--- src/rtl/seq_pkg.sv ---
// Shared encodings for the multi-cycle instruction sequencer: FSM states,
// decoded path indices and PC source selects.
package seq_pkg;

    typedef enum logic [2:0] {
        ST_IDLE   = 3'd0,
        ST_FETCH  = 3'd1,
        ST_DECODE = 3'd2,
        ST_EXEC   = 3'd3,
        ST_MEM    = 3'd4,
        ST_WB     = 3'd5,
        ST_PCUPD  = 3'd6,
        ST_HALT   = 3'd7
    } state_e;

    localparam logic [3:0] PATH_MOVE   = 4'd0;
    localparam logic [3:0] PATH_ALU    = 4'd1;
    localparam logic [3:0] PATH_LW     = 4'd2;
    localparam logic [3:0] PATH_SW     = 4'd3;
    localparam logic [3:0] PATH_BEQ    = 4'd4;
    localparam logic [3:0] PATH_J      = 4'd5;
    localparam logic [3:0] PATH_JAL    = 4'd6;
    localparam logic [3:0] PATH_MULDIV = 4'd7;
    localparam logic [3:0] PATH_JR     = 4'd8;
    localparam logic [3:0] PATH_EXIT   = 4'd9;

    localparam logic [1:0] PCSEL_SEQ = 2'b00;
    localparam logic [1:0] PCSEL_BR  = 2'b01;
    localparam logic [1:0] PCSEL_JMP = 2'b10;
    localparam logic [1:0] PCSEL_REG = 2'b11;

endpackage

--- src/rtl/seq_timeout_counter.sv ---
// Loadable down-counter acting as the mult/div watchdog; expired is high
// whenever the count sits at zero.
module seq_timeout_counter #(
    parameter int unsigned    W        = 7,
    parameter logic [W-1:0]   LOAD_VAL = '1
) (
    input  logic clk,
    input  logic rst_n,
    input  logic load,
    input  logic dec,
    output logic expired
);

    logic [W-1:0] count_q;
    logic [W-1:0] count_d;

    always_comb begin
        count_d = count_q;
        if (load) begin
            count_d = LOAD_VAL;
        end else if (dec && (count_q != '0)) begin
            count_d = count_q - W'(1);
        end
    end

    always_ff @(posedge clk) begin
        if (!rst_n) begin
            count_q <= '0;
        end else begin
            count_q <= count_d;
        end
    end

    assign expired = (count_q == '0);

endmodule

--- src/rtl/instr_sequencer.sv ---
// Multi-cycle control FSM stepping the MIPS datapath through fetch, decode,
// execute, memory, writeback and PC update with one-hot stage strobes.
module instr_sequencer
    import seq_pkg::*;
#(
    parameter int unsigned MULDIV_TIMEOUT = 64,
    parameter int unsigned CNT_W          = 32
) (
    input  logic             clk,
    input  logic             rst_n,
    input  logic             start,
    input  logic             instr_valid,
    input  logic             decoder_done,
    input  logic [3:0]       path_index,
    input  logic             alu_zero,
    input  logic             alu_done,
    input  logic             mem_ack,
    output logic             fetch_en,
    output logic             decode_en,
    output logic             alu_en,
    output logic             mem_en,
    output logic             wb_en,
    output logic             link_sel,
    output logic             pc_en,
    output logic [1:0]       pc_sel,
    output logic             halted,
    output logic             error,
    output logic [CNT_W-1:0] retired
);

    localparam int unsigned      TO_W    = $clog2(MULDIV_TIMEOUT + 1);
    localparam logic [TO_W-1:0]  TO_LOAD = TO_W'(MULDIV_TIMEOUT - 1);

    state_e           state_q, state_d;
    logic [3:0]       path_q, path_d;
    logic             dec_second_q, dec_second_d;
    logic [1:0]       pc_sel_q, pc_sel_d;
    logic             link_sel_q, link_sel_d;
    logic             error_q, error_d;
    logic [CNT_W-1:0] retired_q, retired_d;
    logic             to_load, to_dec, to_expired;

    seq_timeout_counter #(
        .W        (TO_W),
        .LOAD_VAL (TO_LOAD)
    ) u_timeout (
        .clk     (clk),
        .rst_n   (rst_n),
        .load    (to_load),
        .dec     (to_dec),
        .expired (to_expired)
    );

    always_comb begin
        state_d      = state_q;
        path_d       = path_q;
        dec_second_d = (state_q == ST_DECODE);
        pc_sel_d     = PCSEL_SEQ;
        link_sel_d   = 1'b0;
        error_d      = error_q;
        retired_d    = retired_q;
        to_load      = 1'b0;
        to_dec       = 1'b0;

        case (state_q)
            ST_IDLE: begin
                if (start) state_d = ST_FETCH;
            end
            ST_FETCH: begin
                if (instr_valid) state_d = ST_DECODE;
            end
            ST_DECODE: begin
                // The first DECODE cycle may still see a stale done from the decoder.
                if (dec_second_q && decoder_done) begin
                    path_d  = path_index;
                    to_load = 1'b1;
                    case (path_index)
                        PATH_MOVE: state_d = ST_WB;
                        PATH_ALU, PATH_LW, PATH_SW, PATH_BEQ, PATH_MULDIV: state_d = ST_EXEC;
                        PATH_J: begin
                            state_d  = ST_PCUPD;
                            pc_sel_d = PCSEL_JMP;
                        end
                        PATH_JAL: begin
                            state_d    = ST_WB;
                            link_sel_d = 1'b1;
                        end
                        PATH_JR: begin
                            state_d  = ST_PCUPD;
                            pc_sel_d = PCSEL_REG;
                        end
                        PATH_EXIT: state_d = ST_HALT;
                        default: begin
                            state_d = ST_PCUPD;
                            error_d = 1'b1;
                        end
                    endcase
                end
            end
            ST_EXEC: begin
                case (path_q)
                    PATH_MULDIV: begin
                        to_dec = 1'b1;
                        if (alu_done) begin
                            state_d = ST_PCUPD;
                        end else if (to_expired) begin
                            state_d = ST_HALT;
                            error_d = 1'b1;
                        end
                    end
                    PATH_ALU: state_d = ST_WB;
                    PATH_LW, PATH_SW: state_d = ST_MEM;
                    PATH_BEQ: begin
                        state_d  = ST_PCUPD;
                        pc_sel_d = alu_zero ? PCSEL_BR : PCSEL_SEQ;
                    end
                    default: state_d = ST_PCUPD;
                endcase
            end
            ST_MEM: begin
                if (mem_ack) state_d = (path_q == PATH_LW) ? ST_WB : ST_PCUPD;
            end
            ST_WB: begin
                state_d = ST_PCUPD;
                if (path_q == PATH_JAL) pc_sel_d = PCSEL_JMP;
            end
            ST_PCUPD: begin
                state_d   = ST_FETCH;
                retired_d = retired_q + CNT_W'(1);
            end
            ST_HALT: state_d = ST_HALT;
            default: state_d = ST_IDLE;
        endcase
    end

    always_ff @(posedge clk) begin
        if (!rst_n) begin
            state_q      <= ST_IDLE;
            path_q       <= PATH_MOVE;
            dec_second_q <= 1'b0;
            pc_sel_q     <= PCSEL_SEQ;
            link_sel_q   <= 1'b0;
            error_q      <= 1'b0;
            retired_q    <= '0;
        end else begin
            state_q      <= state_d;
            path_q       <= path_d;
            dec_second_q <= dec_second_d;
            pc_sel_q     <= pc_sel_d;
            link_sel_q   <= link_sel_d;
            error_q      <= error_d;
            retired_q    <= retired_d;
        end
    end

    assign fetch_en  = (state_q == ST_FETCH);
    assign decode_en = (state_q == ST_DECODE);
    assign alu_en    = (state_q == ST_EXEC);
    assign mem_en    = (state_q == ST_MEM);
    assign wb_en     = (state_q == ST_WB);
    assign pc_en     = (state_q == ST_PCUPD);
    assign halted    = (state_q == ST_HALT);
    assign pc_sel    = pc_sel_q;
    assign link_sel  = link_sel_q;
    assign error     = error_q;
    assign retired   = retired_q;

endmodule

--- config.mk ---
export PLATFORM = sky130hd
export DESIGN_NAME = instr_sequencer
export DESIGN_NICKNAME = d
export VERILOG_FILES = /design/src/rtl/seq_pkg.sv /design/src/rtl/seq_timeout_counter.sv /design/src/rtl/instr_sequencer.sv
export SDC_FILE = /design/constraint.sdc
export NUM_CORES = 1
export LEC_CHECK = 0
export BUFFER_PORTS_ARGS = -buffer_cell sky130_fd_sc_hd__clkbuf_2
export CAP_MARGIN = 10
export CORE_ASPECT_RATIO = 1.4
export CORE_MARGIN = 1.5
export CORE_UTILIZATION = 35
export CTS_BUF_LIST = sky130_fd_sc_hd__clkbuf_2
export DETAILED_ROUTE_END_ITERATION = 8
export SLEW_MARGIN = 10
export SYNTH_ARGS = -nofsm -noshare
export SYNTH_HDL_FRONTEND = slang
export SYNTH_SLANG_ARGS = --single-unit
--- constraint.sdc ---
create_clock -name clk -period 2.26 [get_ports clk]
set_clock_uncertainty 0.05 [all_clocks]
set_input_delay 0.113 -clock clk [delete_from_list [all_inputs] [get_ports clk]]
set_output_delay 0.113 -clock clk [all_outputs]
set_load 0.02 [all_outputs]
* Yosys cells after proc, flatten, opt, wreduce, memory -nomap -nowiden
Cells that the tools add are included.
Storage, ports and cells: register bits after elaboration 51, input port bits 12, output and inout port bits 43, logic and storage cells 89
Cells by class: add/subtract/negate cells 2, equal/unequal tests 31, muxes and demuxes 29, bitwise gates (word level) 1, reduce and logical (&&, ||, !) cells 17
Operator list (number):
- $add A32 B1 Y32 const B | 1
- $eq A4 B3 Y1 const B | 7
- $pmux W3 S8 | 1
- $mux W3 | 6
- $pmux W3 S3 | 2
- $eq A4 B2 Y1 const B | 4
- $eq A3 B3 Y1 const B | 4
- $mux W1 | 12
- $mux W6 | 2
- $ne A2 B2 Y1 const B | 5
- $reduce_or A10 Y1 | 1
- $eq A4 B1 Y1 const B | 2
- $eq A4 B4 Y1 const B | 2
- $logic_not A7 Y1 | 1
- $reduce_bool A7 Y1 | 1
- $sub A7 B1 Y7 const B | 1
- $eq A3 B2 Y1 const B | 2
- $mux W2 | 3
- $ne A2 B1 Y1 const B | 3
- $pmux W2 S3 | 1
- $reduce_and A6 Y1 | 1
- $reduce_or A2 Y1 | 3
- $reduce_and A5 Y1 | 1
- $reduce_or A5 Y1 | 1
- other kinds (11) | 13

* Depth between registers and ports, before layout
Gate-level depths: netlist of run 1.
word-level depth 6, depth in mapped cells 6, mapped depth without buffers 6

* Cells and area by module
From an unflattened synthesis of run 1, not the netlist that was laid out.
Unflattened totals: cells, all modules 335, area total of the unflattened synthesis 2835.2 sq um
By module, submodules not included:
- instr_sequencer | times used 1, cells each 285, area an instance 2392.3 sq um, seq. area each 880.8 sq um
- seq_timeout_counter | times used 1, cells each 50, area an instance 442.9 sq um, seq. area each 140.1 sq um

* Least setup slack after synthesis of run 1
Ideal clock, no wire load.
kind reg2reg, start point register retired_q[13] (netlist: retired[13]), end point register retired_q[24] (netlist: retired[24]), library setup time 0.070 ns, data arrival time 1.776 ns, slack 0.363 ns, stages on the path, launching flop included 6, clock period less this slack 1.897 ns, path through dfxtp_1 > nand4_2 > or3_4 > buf_6 > or4_1 > a21oi_1
On the way: word-level cells in the longest chain between the ends 1
RTL lines:
- start: declaration | line instr_sequencer.sv:40 | logic [CNT_W-1:0] retired_q, retired_d;
- start signal: assignment | line instr_sequencer.sv:152 | retired_q <= retired_d;
- $add A32 B1 Y32 | line instr_sequencer.sv:129 | retired_d = retired_q + CNT_W'(1);
Every way passes these cells. A chain may end at the register's enable or synchronous reset.

* Worst setup path in the final report of run 1
start point register state_q[2], end point register link_sel_q (netlist: link_sel)
On the way: word-level cells in the longest chain between the ends 2
RTL lines:
- start: declaration | line instr_sequencer.sv:34 | state_e state_q, state_d;
- start signal: assignment | line instr_sequencer.sv:146 | state_q <= state_d;
- $eq A3 B2 Y1 | line instr_sequencer.sv:65 | case (state_q)
- $reduce_and A3 Y1 (no source line)
- end signal: assignment | line instr_sequencer.sv:150 | link_sel_q <= link_sel_d;
- end: declaration | line instr_sequencer.sv:38 | logic link_sel_q, link_sel_d;
Every way passes these cells.

==> results.md, run 1 <==
- Status: completed
- Final worst path period share: 90.0%
- Post-synthesis instance area: 2680 µm²
- Core box area: 7360 µm²
- Number of clock sinks: 51
- Top Ports: 55
- Antenna Violating Nets Remaining: 0
- Inst Count DP: 463
- DR vias: 2,545
- Synth Instances: 319
- EDFF count, synth: 0
- Worst slew pin tran: 0.782 ns
- Fin nets: 393
- Max-Cap Viols: 0
- Worst endpoint data arrival time: 2.37 ns
- Critical Path RT: 2.59 ns
- Synth cell types: 52
- Setup TNS: 0 ns
- Syn Nets: 334
- Max stage delay on crit path: 0.55 ns
- Final GP Congestion: 0.787
- Area after DPL: 3080 µm²
- Largest net degree at the start of global routing: 24
- Yosys top cell area share: 38.1%
- Hold WC Path Type: in2reg
- Final hold violation count: 0
- TritonCTS clock tree: built
- Final Non-Filler Cells: 474
- Num rows: 37
- Initial drt markers: 116
- Diode count: 0
- Fraction of registers with async set/reset: 0%
- Post-synthesis to final-layout area growth: 18.2%
- Largest cells by area after synthesis: dfxtp_1 38%, a21oi_1 4.5%, nand2_1 3.6%
- Leading area contributor after synthesis: dfxtp_1
- Clk_lat worst skew: 0.41 ns
- Clock Path Buffers: 2
- Ys Warns: 0
- Post-route setup slack: 0.227 ns
- Die X: 76.9 µm
- Die Ht: 106 µm
- Final Max Tran Viols: 0
- Main synth FF type: dfxtp_1
- Startpoint Class: flop
- DRT Pass-1 Iters: 4
- Fin crit period: 2.03 ns
- PortBufs: 54
- Total track usage: 16.5%
- CTS HTree Levels: 2
- Total design power: 1.66 mW
- Final Cell Area: 3160 µm²
- Worst Path Max Fanout: 13
- RSZ-0062 raised after global routing: false
- Leak Pwr: 1.19 nW
- Drt wl/cell: 13.3 µm
- Synth Register Bits: 51
- PwrDens: 526 nW/µm²
- Setup bufs post-CTS: 0
- Vias in the first global route: 2,342
- DR vias/cell: 5.37
- Syn_area_per_cell: 8.39 µm²
- Die Area: 8190 µm²
- DRT Wirelength: 6320 µm
- Slew headroom: 47.8%
- TritonCTS Buffers: 5
- Critical Path Slowest Stage Cell: dlygate4sd3_1
- Cell breakdown of the critical path: buf_4 > nand2b_1 > or2_2 > nor3_1 > dlygate4sd3_1
- Critical path type: reg2reg
- Layout cells sized above 1: 21.8%
- Final setup violation count: 0
- F_max: 492 MHz
- Root Buffer: clkbuf_2
- Sequential element share of the synthesized area: 38.1%
- Global-route wire length before repair: 11,100 µm
- Worst-path clk slew: 0.24 ns
- Post-place setup slack: 0.107 ns
- GRT overflow: 0
- Initial antenna violation count: 0
- Crit end category: flop
- Detailed-route DRC error count: 0
- IR drop worst, VDD: 0.415 mV
- Initial Util: 36.4%
- Hpwl dp: 4590 µm
layout make-up:
cell class                 instances  area [µm²]
clock buffer                       6        30.0
fill                             799        4200
inverter                          13        48.8
multi-input combinational        237        1540
sequential                        51        1020
tap                               97         121
timing repair buffer              70         403
stage by stage:
| step | hold WS, ns | utilization [%] |
|---|---|---|
| floorplan | 0.194 | - |
| global placement | 0.358 | 41.8 |
| detailed placement | 0.372 | 41.8 |
| CTS | 0.0115 | 42.9 |
| global route | 0.00466 | 43.0 |
| finish | 0.0291 | 43.0 |
cells by family after synthesis:
family / Yosys count / share of synthesized area, %
XOR/XNOR: 13 / 4.25
buffers and inverters: 31 / 4.67
AND/OR/NAND/NOR: 141 / 30.5
AO/OA/AOI/OAI: 72 / 18.1
flip-flops: 51 / 38.1
adder cells (fa/ha/maj): 3 / 1.40
multiplexers: 8 / 2.99
critical path: cells and delay by family, from the launching register on:
family                 cells  cell delay (ns)
buffers and inverters      2             0.73
flip-flops                 1             0.38
AND/OR/NAND/NOR            3             0.83
cell usage after synthesis, drive strengths merged (5+ instances only):
master / number
a211oi: 5
a21oi: 24
and4: 7
clkbuf: 14
dfxtp: 51
inv: 13
mux2i: 8
nand2: 26
nand2b: 6
nand3: 12
nand4: 9
nor2: 21
nor2b: 5
nor3: 9
nor4: 7
o21ai: 10
o31ai: 13
or3: 9
or4: 12
xor2: 10
registers in the layout, indices dropped and copies added (netlist names):
signal	cells
dec_second_q	1
error	1
link_sel	1
path_q	4
pc_sel	2
retired	32
state_q	3
u_timeout.count_q	7
power breakdown:
group	total [mW]	leakage (nW)	switching (mW)	internal [mW]
sequential	0.942	0.411	0.0157	0.927
clock	0.342	0.0249	0.272	0.0698
combinational	0.380	0.752	0.226	0.153
worst paths after layout:
check | to | start | slack, ns | depth (start not counted)
min | pc_sel[0] | alu_zero | 0.03 | 4
max | link_sel | state_q[2] | 0.23 | 5
min reg2reg | error | error | 0.43 | 2
max reg2reg | link_sel | state_q[2] | 0.23 | 5
cells in the final DEF, fill, tap and decap left out, drive strengths merged, types with 2 or more instances in the layout:
| cell type | count |
|---|---|
| clkbuf | 60 |
| dfxtp | 51 |
| nand2 | 26 |
| a21oi | 24 |
| nor2 | 21 |
| inv | 13 |
| o31ai | 13 |
| nand3 | 12 |
| or4 | 12 |
| buf | 11 |
| xor2 | 10 |
| o21ai | 10 |
| nor3 | 9 |
| nand4 | 9 |
| or3 | 9 |
| mux2i | 8 |
| nor4 | 7 |
| and4 | 7 |
| nand2b | 6 |
| nor2b | 5 |
| a211oi | 5 |
| dlygate4sd3 | 5 |
| nor3b | 4 |
| and3 | 4 |
| o21a | 4 |
| nand3b | 3 |
| xnor2 | 3 |
| o2111ai | 3 |
| ha | 3 |
| o31a | 3 |
| and3b | 2 |
| a31oi | 2 |
per-layer routing:
metal,wire [µm],track usage [%]
met1,2820,20.3
met2,3260,29.4
met3,160,2.66
met4,74,4.37
met5,0,0
repair_timing:
action | in CTS | in global routing
endpoints found under the setup margin | 0 | 6
hold endpoints to repair | 5 | 0
hold buffers | 5 | 0
gates resized for setup | 0 | 1
Power figures use the tool's default switching activity.
==> run 2: changes to the inputs <==
--- a/config.mk
+++ b/config.mk
@@ -7,11 +7,14 @@
 export LEC_CHECK = 0
 export BUFFER_PORTS_ARGS = -buffer_cell sky130_fd_sc_hd__clkbuf_2
 export CAP_MARGIN = 10
+export CELL_PAD_IN_SITES_DETAIL_PLACEMENT = 1
+export CELL_PAD_IN_SITES_GLOBAL_PLACEMENT = 1
 export CORE_ASPECT_RATIO = 1.4
 export CORE_MARGIN = 1.5
 export CORE_UTILIZATION = 35
 export CTS_BUF_LIST = sky130_fd_sc_hd__clkbuf_2
 export DETAILED_ROUTE_END_ITERATION = 8
+export PLACE_DENSITY_LB_ADDON = 0.1
 export SLEW_MARGIN = 10
 export SYNTH_ARGS = -nofsm -noshare
 export SYNTH_HDL_FRONTEND = slang
==> results.md, run 2 (synthesis gave the netlist of run 1 again) <==
- Post-synthesis to final-layout area growth: 19.8%
- Final Max Tran Viols: 0
- Startpoint Class: flop
- Initial drt markers: 105
- Die X: 76.9 µm
- IR drop worst, VDD: 0.234 mV
- Post-route setup slack: 0.225 ns
- Slew headroom: 64.1%
- Most common cell after layout, fill and taps aside: clkbuf_2
- Status: completed
- Setup TNS: 0 ns
- Global-route wire length before repair: 11,700 µm
- Core box area: 7360 µm²
- Final worst path period share: 90.1%
- Worst slew pin tran: 0.538 ns
- Largest net degree at the start of global routing: 20
- Worst-path clk slew: 0.27 ns
- Worst Path Max Fanout: 19
- Worst Reg-to-Reg Cells: 5
- Final GP Congestion: 0.766
- Num rows: 37
- Initial antenna violation count: 0
- Area occupied by registers: 1020 µm²
- Worst r2r dst: retired[30]
- Critical Path RT: 2.61 ns
- DRT Wirelength: 6970 µm
- Critical Path Slowest Stage Cell: or4_1
- Antenna Violating Nets Remaining: 0
- Max stage delay on crit path: 0.58 ns
- Cell breakdown of the critical path: ha_1 > and3_1 > nand4_4 > or4_1 > a21oi_1
- TritonCTS Buffers: 5
- HP Start: alu_zero
- Hpwl dp: 5250 µm
- Critical path type: reg2reg
- Total design power: 1.81 mW
- Root Buffer: clkbuf_2
- Total track usage: 17.3%
- DRT Pass-1 Iters: 4
- Initial Util: 36.4%
- Leak Pwr: 1.20 nW
- CTS HTree Levels: 2
- PwrDens: 564 nW/µm²
- Clock Path Buffers: 2
- Number of clock sinks: 51
- Hold WC Path Type: in2reg
- Die Ht: 106 µm
- Footprint of the multi-input gates: 1540 µm²
- Layout cells sized above 1: 21.9%
- DR vias/cell: 5.45
- WHS Path Cells: 4
- RSZ-0062 raised after global routing: false
- Max-Cap Viols: 0
- Worst r2r src: retired[0]
- FILL cells: 892
- Fin crit period: 2.04 ns
- Post-place setup slack: 0.0980 ns
- Die Area: 8190 µm²
- Setup bufs post-CTS: 0
- Final Cell Area: 3210 µm²
- Vias in the first global route: 2,499
- Clk_lat worst skew: 0.43 ns
- Final hold violation count: 0
- Area after DPL: 3080 µm²
- DR vias: 2,595
- Fin util: 43.6%
- PortBufs: 54
- Top Ports: 55
- Detailed-route DRC error count: 0
- Final setup violation count: 0
- GRT overflow: 0
- Max reg flops: 32
- R2R setup slack: 0.22 ns
- Most frequent cells in the layout: 59 x clkbuf_2, 51 x dfxtp_1, 26 x nand2_1
- Crit end category: flop
- F_max: 491 MHz
- TritonCTS clock tree: built
- Drt wl/cell: 14.6 µm
- Worst endpoint data arrival time: 2.38 ns
- Fin nets: 394
- Worst Hold End: pc_sel[0]
- Diode count: 0
run 2: cell count changes in the layout (fill, tap and decap cells not counted):
cell	delta
clkbuf_2	-1
bufinv_16	+1
clkinvlp_4	+1
dlygate4sd3_1	+1
run 2: what timing repair did:
item | 4_1_cts | 5_1_grt
endpoints found under the hold margin | 5 | 2
hold buffers | 5 | 1
gates resized for setup | 0 | 1
endpoints found under the setup margin | 0 | 6
run 2: worst max path at each step:
stage / from / depth (start not counted) / slack [ns] / end
finish: retired[0] / 5 / 0.22 / retired[30]
global placement: retired[0] / 5 / 0.17 / retired[26]
detailed placement: retired[0] / 5 / 0.1 / retired[30]
CTS: retired[0] / 5 / 0.04 / retired[30]
floorplan: retired[13] / 5 / 0.36 / retired[24]
global route: retired[0] / 5 / 0.03 / retired[30]
run 2: area by class of cell:
| class | count | share of cell area [%] |
|---|---|---|
| inverter | 13 | 1.52 |
| clock buffer | 5 | 0.780 |
| clock inverter | 2 | 1.17 |
| multi-input combinational | 237 | 48.0 |
| sequential | 51 | 31.8 |
| timing repair buffer | 71 | 12.9 |
| tap | 97 | 3.78 |
run 2: worst max-delay path: cells and delay by family (launching register included):
| family | cells | cell delay [ns] |
|---|---|---|
| AO/OA/AOI/OAI | 1 | 0.15 |
| adder cells (fa/ha/maj) | 1 | 0.19 |
| flip-flops | 1 | 0.48 |
| AND/OR/NAND/NOR | 3 | 1.14 |
run 2: per-layer routing:
| layer | track usage (%) | vias up | wire length [µm] |
|---|---|---|---|
| met5 | 0 | - | 0 |
| met4 | 4.76 | 0 | 77 |
| met3 | 2.92 | 7 | 205 |
| met2 | 31.2 | 37 | 3550 |
| met1 | 21.0 | 1240 | 3140 |
| li1 | - | 1311 | - |
run 2: power by group:
part | switching (mW) | internal [mW] | total, mW | leakage [nW]
Clock | 0.302 | 0.180 | 0.482 | 0.0350
Combinational | 0.219 | 0.152 | 0.371 | 0.756
Sequential | 0.0291 | 0.927 | 0.957 | 0.411
Total | 0.549 | 1.26 | 1.81 | 1.20
run 2: per-stage QoR:
| stage | std cells | hold WS [ns] |
|---|---|---|
| after global placement | 463 | 0.370 |
| final | 476 | 0.0546 |
| after global routing | 476 | 0.0250 |
| after floorplan | 319 | 0.194 |
| after CTS | 475 | 0.00537 |
| after detailed placement | 463 | 0.375 |
